## config.mk

```make
export PLATFORM = sky130hd
export DESIGN_NAME = adpll_regbank_mc
export DESIGN_NICKNAME = d
export VERILOG_FILES = /design/src/rtl/adpll_regbank_mc.sv
export SDC_FILE = /design/constraint.sdc
export NUM_CORES = 1
export LEC_CHECK = 0
export CORE_UTILIZATION = 40
export CTS_CLUSTER_DIAMETER = 50
export DETAILED_ROUTE_END_ITERATION = 8
export PLACE_DENSITY = 0.69
export SLEW_MARGIN = 25
export SYNTH_ARGS = -nofsm -noshare
export SYNTH_HDL_FRONTEND = slang
export SYNTH_SLANG_ARGS = --single-unit
```

## constraint.sdc

```tcl
create_clock -name clk -period 5.9 [get_ports clk]
set_clock_uncertainty 0.2 [all_clocks]
set_input_delay 0.59 -clock clk [delete_from_list [all_inputs] [get_ports clk]]
set_output_delay 0.59 -clock clk [all_outputs]
set_load 0.02 [all_outputs]
```

## src/rtl/adpll_regbank_mc.sv

```systemverilog
// Multi-channel CPU register bank for ADPLL control cores.
// Each channel page holds shadow/active configuration with atomic commit,
// a timed soft-reset pulse, sticky lock/saturation status with W1C,
// a saturating lock-loss counter and a per-channel interrupt enable.
//
// Ports:
//   clk, rst        clock, synchronous active-low reset
//   valid/address/wdata/wstrb   CPU request (held until ready)
//   rdata/ready     registered read data and single-cycle acknowledge
//   ch_lock/ch_sat  per-channel status flags (synchronous to clk)
//   fcw_o/mode_o/en_o/gains_o   active per-channel configuration
//   ch_rst_o        per-channel soft-reset pulse
//   irq             interrupt request
module adpll_regbank_mc #(
    parameter int unsigned N_CH          = 4,
    parameter int unsigned ADDR_W        = 8,
    parameter int unsigned DATA_W        = 32,
    parameter int unsigned FCW_W         = 26,
    parameter logic [FCW_W-1:0] FCW_RST  = 26'h2620000,
    parameter int unsigned RST_PULSE_CYC = 4,
    parameter int unsigned CNT_W         = 8
) (
    input  logic                    clk,
    input  logic                    rst,
    input  logic                    valid,
    input  logic [ADDR_W-1:0]       address,
    input  logic [DATA_W-1:0]       wdata,
    input  logic                    wstrb,
    output logic [DATA_W-1:0]       rdata,
    output logic                    ready,
    input  logic [N_CH-1:0]         ch_lock,
    input  logic [N_CH-1:0]         ch_sat,
    output logic [N_CH*FCW_W-1:0]   fcw_o,
    output logic [N_CH*2-1:0]       mode_o,
    output logic [N_CH-1:0]         en_o,
    output logic [N_CH*16-1:0]      gains_o,
    output logic [N_CH-1:0]         ch_rst_o,
    output logic                    irq
);

    localparam int unsigned CH_W  = (N_CH > 1) ? $clog2(N_CH) : 1;
    localparam int unsigned CHF_W = ADDR_W - 4;
    localparam int unsigned PC_W  = (RST_PULSE_CYC > 1) ? $clog2(RST_PULSE_CYC) : 1;
    localparam logic [15:0] GAINS_RST = 16'hE870;

    // Per-channel state
    logic [FCW_W-1:0] fcw_sh   [N_CH];
    logic [FCW_W-1:0] fcw_act  [N_CH];
    logic [1:0]       mode_sh  [N_CH];
    logic [1:0]       mode_act [N_CH];
    logic [15:0]      gains_sh [N_CH];
    logic [15:0]      gains_act[N_CH];
    logic [PC_W-1:0]  pulse_rem[N_CH];
    logic [CNT_W-1:0] loss_cnt [N_CH];
    logic [N_CH-1:0]  en_sh, en_act, pending;
    logic [N_CH-1:0]  lock_q, lock_qd, sat_q, sat_qd;
    logic [N_CH-1:0]  lock_lost, sat_hit, irq_en_lock, irq_en_sat;

    // Request decode
    logic             acc, wr_acc, ch_ok;
    logic [3:0]       off;
    logic [CHF_W-1:0] ch_full;
    logic [CH_W-1:0]  ch;
    logic [DATA_W-1:0] rd_val;

    assign acc     = valid & ~ready;
    assign wr_acc  = acc & wstrb;
    assign off     = address[3:0];
    assign ch_full = address[ADDR_W-1:4];
    assign ch      = ch_full[CH_W-1:0];
    assign ch_ok   = (32'(ch_full) < 32'(N_CH));

    // Registered-input edge detectors
    logic [N_CH-1:0] lock_fall, sat_rise;
    assign lock_fall = lock_qd & ~lock_q;
    assign sat_rise  = sat_q & ~sat_qd;

    // Per-channel write strobes
    logic [N_CH-1:0] wr_fcw, wr_mode, wr_gains, do_commit, pulse_ld;
    logic [N_CH-1:0] clr_lost, clr_hit, clr_cnt, wr_irqen;

    always_comb begin
        wr_fcw    = '0;
        wr_mode   = '0;
        wr_gains  = '0;
        do_commit = '0;
        pulse_ld  = '0;
        clr_lost  = '0;
        clr_hit   = '0;
        clr_cnt   = '0;
        wr_irqen  = '0;
        for (int i = 0; i < N_CH; i++) begin
            if (wr_acc && ch_ok && (ch == CH_W'(i))) begin
                case (off)
                    4'd0: wr_fcw[i]    = 1'b1;
                    4'd1: wr_mode[i]   = 1'b1;
                    4'd2: wr_gains[i]  = 1'b1;
                    4'd3: do_commit[i] = 1'b1;
                    4'd4: pulse_ld[i]  = wdata[0];
                    4'd5: begin
                        clr_lost[i] = wdata[2];
                        clr_hit[i]  = wdata[3];
                    end
                    4'd6: clr_cnt[i]   = 1'b1;
                    4'd7: wr_irqen[i]  = 1'b1;
                    default: ;
                endcase
            end
        end
    end

    // Read mux; out-of-range pages read all ones
    always_comb begin
        rd_val = '0;
        if (!ch_ok) begin
            rd_val = '1;
        end else begin
            case (off)
                4'd0: rd_val[FCW_W-1:0] = fcw_sh[ch];
                4'd1: rd_val[2:0]       = {en_sh[ch], mode_sh[ch]};
                4'd2: rd_val[15:0]      = gains_sh[ch];
                4'd3: rd_val[0]         = pending[ch];
                4'd4: rd_val[0]         = ch_rst_o[ch];
                4'd5: rd_val[3:0]       = {sat_hit[ch], lock_lost[ch], sat_q[ch], lock_q[ch]};
                4'd6: rd_val[CNT_W-1:0] = loss_cnt[ch];
                4'd7: rd_val[1:0]       = {irq_en_sat[ch], irq_en_lock[ch]};
                default: ;
            endcase
        end
    end

    // Bus handshake, input capture and interrupt
    always_ff @(posedge clk) begin
        if (!rst) begin
            ready   <= 1'b0;
            rdata   <= '0;
            irq     <= 1'b0;
            lock_q  <= '0;
            lock_qd <= '0;
            sat_q   <= '0;
            sat_qd  <= '0;
        end else begin
            ready   <= acc;
            rdata   <= acc ? rd_val : '0;
            irq     <= |((lock_lost & irq_en_lock) | (sat_hit & irq_en_sat));
            lock_q  <= ch_lock;
            lock_qd <= lock_q;
            sat_q   <= ch_sat;
            sat_qd  <= sat_q;
        end
    end

    // Channel pages
    always_ff @(posedge clk) begin
        if (!rst) begin
            for (int i = 0; i < N_CH; i++) begin
                fcw_sh[i]    <= FCW_RST;
                fcw_act[i]   <= FCW_RST;
                mode_sh[i]   <= 2'b00;
                mode_act[i]  <= 2'b00;
                gains_sh[i]  <= GAINS_RST;
                gains_act[i] <= GAINS_RST;
                pulse_rem[i] <= '0;
                loss_cnt[i]  <= '0;
            end
            en_sh       <= '0;
            en_act      <= '0;
            pending     <= '0;
            lock_lost   <= '0;
            sat_hit     <= '0;
            irq_en_lock <= '0;
            irq_en_sat  <= '0;
            ch_rst_o    <= '0;
        end else begin
            for (int i = 0; i < N_CH; i++) begin
                if (wr_fcw[i]) begin
                    fcw_sh[i]  <= wdata[FCW_W-1:0];
                    pending[i] <= 1'b1;
                end
                if (wr_mode[i]) begin
                    mode_sh[i] <= wdata[1:0];
                    en_sh[i]   <= wdata[2];
                    pending[i] <= 1'b1;
                end
                if (wr_gains[i]) begin
                    gains_sh[i] <= wdata[15:0];
                    pending[i]  <= 1'b1;
                end
                if (do_commit[i]) begin
                    fcw_act[i]   <= fcw_sh[i];
                    mode_act[i]  <= mode_sh[i];
                    en_act[i]    <= en_sh[i];
                    gains_act[i] <= gains_sh[i];
                    pending[i]   <= 1'b0;
                end
                if (wr_irqen[i]) begin
                    irq_en_lock[i] <= wdata[0];
                    irq_en_sat[i]  <= wdata[1];
                end

                // Pulse is high for the load cycle plus RST_PULSE_CYC-1 more
                if (pulse_ld[i]) begin
                    ch_rst_o[i]  <= 1'b1;
                    pulse_rem[i] <= PC_W'(RST_PULSE_CYC - 1);
                end else if (pulse_rem[i] != '0) begin
                    pulse_rem[i] <= pulse_rem[i] - PC_W'(1);
                end else begin
                    ch_rst_o[i]  <= 1'b0;
                end

                // Events win over a simultaneous clear
                lock_lost[i] <= (lock_lost[i] & ~clr_lost[i]) | lock_fall[i];
                sat_hit[i]   <= (sat_hit[i] & ~clr_hit[i]) | sat_rise[i];

                if (clr_cnt[i]) begin
                    loss_cnt[i] <= lock_fall[i] ? CNT_W'(1) : '0;
                end else if (lock_fall[i] && (loss_cnt[i] != '1)) begin
                    loss_cnt[i] <= loss_cnt[i] + CNT_W'(1);
                end
            end
        end
    end

    // Pack active configuration onto the output buses
    for (genvar g = 0; g < N_CH; g++) begin : g_out
        assign fcw_o[g*FCW_W +: FCW_W] = fcw_act[g];
        assign mode_o[g*2 +: 2]        = mode_act[g];
        assign gains_o[g*16 +: 16]     = gains_act[g];
    end
    assign en_o = en_act;

    logic unused_wdata;
    assign unused_wdata = ^wdata;

endmodule

```

==> flow_summary_export.csv <==
group,metric,value,unit
grt,grt_pass1_wl,82.6,mm
worst_setup_path,crit_fanout,19,
die,die_area,50400,um2
place,io_buffers,263,
logic_synthesis,syn_nets,1456,
routing,post_drt_wl_per_cell,23.9,um
finish,drive_gt1_frac,0.122,
routing,vias,12800,
pwr,power.net_switching,1.75,mW
sta,setup_viol,0,
clocking,cts_tree,"built",
logic_synthesis,synth-seq-cells,469,
pwr,p_seq_frac,0.506,
status,status,"completed",
logic_synthesis,synth.most_common_cell,"edfxtp_1",
clocking,cts.path.max_buffers,3,
grt,antenna_found_initial,0,
logic_synthesis,yosysSeqAreaShare,0.673,
routing,postRouteAntennaNets,0,
logic_synthesis,synth_area_leader_cell,"edfxtp_1",
logic_synthesis,netlist_area,19800,um2
place,gp_routability_congestion,0.868,
die,coreArea,48800,um2
worst_setup_path,cp.arrival,4.15,ns
pwr,power,7.46,mW
finish,area_delta_synth_final,25.8,%
routing,viasPerCell,5.42,
finish,final_core_util,0.510,
sta,worstMarginPinSlew,1.09,ns
finish,diodes,0,
logic_synthesis,synth_edf_count,392,
die,die_w,224,um
sta,hold_violations,0,
worst_setup_path,worstSetupEndpointType,"flip-flop",
pwr,p_int,5.71,mW
routing,drtIter0Drc,1356,
die,num_rows,81,
die,ios,270,
pwr,clkPwrFrac,0.415,
worst_setup_path,max_stage_delay,0.96,ns
die,dieHeight,224,um
clocking,tritoncts.num_buffers,51,
routing,drc,0,
logic_synthesis,synth_top_area_share,0.595,
clocking,clk_latency,0.60,ns
clocking,cts_hold_buf,0,
pwr,total_leakage_power,8.53,nW
worst_setup_path,setup.worst_path.class,"in -> reg",
routing,dr.pass1.iters,5,
sta,fin_tns_setup,0,ns
pwr,max-vdd-ir-drop,0.178,mV
clocking,clk_pin_slew,0.06,ns
worst_setup_path,crit_required,6.00,ns
place,hpwl,38.8,mm
logic_synthesis,synth_flop_cell,"edfxtp_1",
sta,fmax,247,MHz
pwr,p_comb_frac,0.080,
sta,grt_setup_unrepaired,"false",
logic_synthesis,synth.avg_cell_area,14.2,um2
worst_setup_path,crit_path_start_kind,"input pin",
logic_synthesis,ys_async_sr_fraction,0,
clocking,clock-sinks,469,
sta,slew-limit-headroom,0.272,
sta,period_needed,4.05,ns
pwr,switching_share,0.235,
logic_synthesis,synth.distinct_cells,56,
logic_synthesis,yosys-top-cells-count,"edfxtp_1, and2_1, or3_1",
sta,holdWs,0.273,ns
logic_synthesis,synthTopCellsByArea,"edfxtp_1, and2_1, dfxtp_1",
pwr,cellPowerDensity,300,nW/um2
worst_setup_path,crit_slowest_cell,"o21ai_4",
flow_run,drv_cap,0,
sta,slew_violations,0,
clocking,h-tree-depth,2,
clocking,post_cts_resized,0,
logic_synthesis,yosysWarnings,0,
clocking,cts_setup_buffers,0,
grt,grt_overflow,0,
worst_setup_path,path_cells,"clkdlybuf4s50_1 -> nor4b_4 -> and2_1 -> nand3_1 -> o21ai_4 -> buf_4",
routing,wl,56.4,mm
grt,grt_util_all_layers,0.223,
min_path,hp-class,"reg -> reg",
sta,fin_crit_sh,0.686,
grt,grt_max_degree,57,
logic_synthesis,syn_inst,1396,
clocking,root_buffer,"clkbuf_16",
die,start_util,0.405,
finish,nets,1718,
grt,grt_pass1_vias,12800,
cell families (layout without fill, tap and decap cells):
group,count (synthesis),in the layout,synth area share
buf+inv,121,425,0.0269
mux,77,77,0.0776
xor+xnor,21,21,0.00929
flops,469,469,0.673
compound gates,127,127,0.0413
fa+ha+maj,8,8,0.00506
simple gates,573,573,0.167
metrics by stage:
step	cell area, um2	std cells	worst slack, ns
after floorplan	19800	1396	0.515
after global placement	23200	2267	1.38
after detailed placement	23300	2269	1.31
after CTS	24900	2364	1.95
after global routing	24900	2364	1.72
final	24900	2364	1.85
flip-flops by register name, summed over array words and instances (netlist names), 4 cells and up:
signal	count
lock_lost	4
pulse_rem	8
mode_act	8
ch_rst_o	4
en_o	4
sat_q	4
fcw_sh	104
loss_cnt	32
gains_act	64
fcw_act	104
gains_sh	64
mode_sh	8
lock_q	4
rdata	27
sat_qd	4
irq_en_sat	4
en_sh	4
lock_qd	4
irq_en_lock	4
sat_hit	4
pending	4
cell type report:
| type | count | area (um2) |
|---|---|---|
| clock buffer | 69 | 1440 |
| tap | 664 | 831 |
| multi-input combinational | 806 | 6050 |
| clock inverter | 26 | 199 |
| timing repair buffer | 299 | 2960 |
| fill | 4104 | 23900 |
| inverter | 31 | 116 |
| sequential | 469 | 13300 |
worst max-delay path: cells and delay by family:
family          cells  cell delay (ns)
simple gates        3             1.78
buf+inv             2             0.80
compound gates      1             0.96
metal layers:
layer	track usage	part of all wire
met5	0	0
met1	0.302	0.40
met3	0.0509	0.095
met2	0.361	0.48
met4	0.0586	0.023
cells in the final DEF, fill, tap and decap left out, types with 34 or more instances in the layout:
| cell type | n |
|---|---|
| nand2_1 | 34 |
| clkdlybuf4s50_1 | 260 |
| nor2_1 | 87 |
| edfxtp_1 | 392 |
| dfxtp_1 | 77 |
| buf_4 | 34 |
| mux4_2 | 61 |
| or3_1 | 91 |
| clkbuf_16 | 52 |
| and2_1 | 267 |
worst paths after layout:
kind / from / slack (ns) / depth (start not counted) / end
max: address[7] / 1.85 / 6 / fcw_sh[3][9]
max reg2reg: ready / 2.00 / 5 / fcw_sh[3][9]
min: sat_qd[1] / 0.27 / 2 / sat_hit[1]
min reg2reg: sat_qd[1] / 0.27 / 2 / sat_hit[1]
power groups by stage:
| stage | combinational [mW] | sequential, mW | clock (mW) |
|---|---|---|---|
| after floorplan | 0.276 | 3.88 | 0 |
| after global routing | 0.636 | 3.78 | 3.26 |
| final | 0.595 | 3.77 | 3.09 |
| after detailed placement | 0.592 | 3.84 | 0 |
| after CTS | 0.596 | 3.77 | 3.13 |
| after global placement | 0.578 | 3.84 | 0 |
Note: power is estimated with default switching activity, not from simulation.
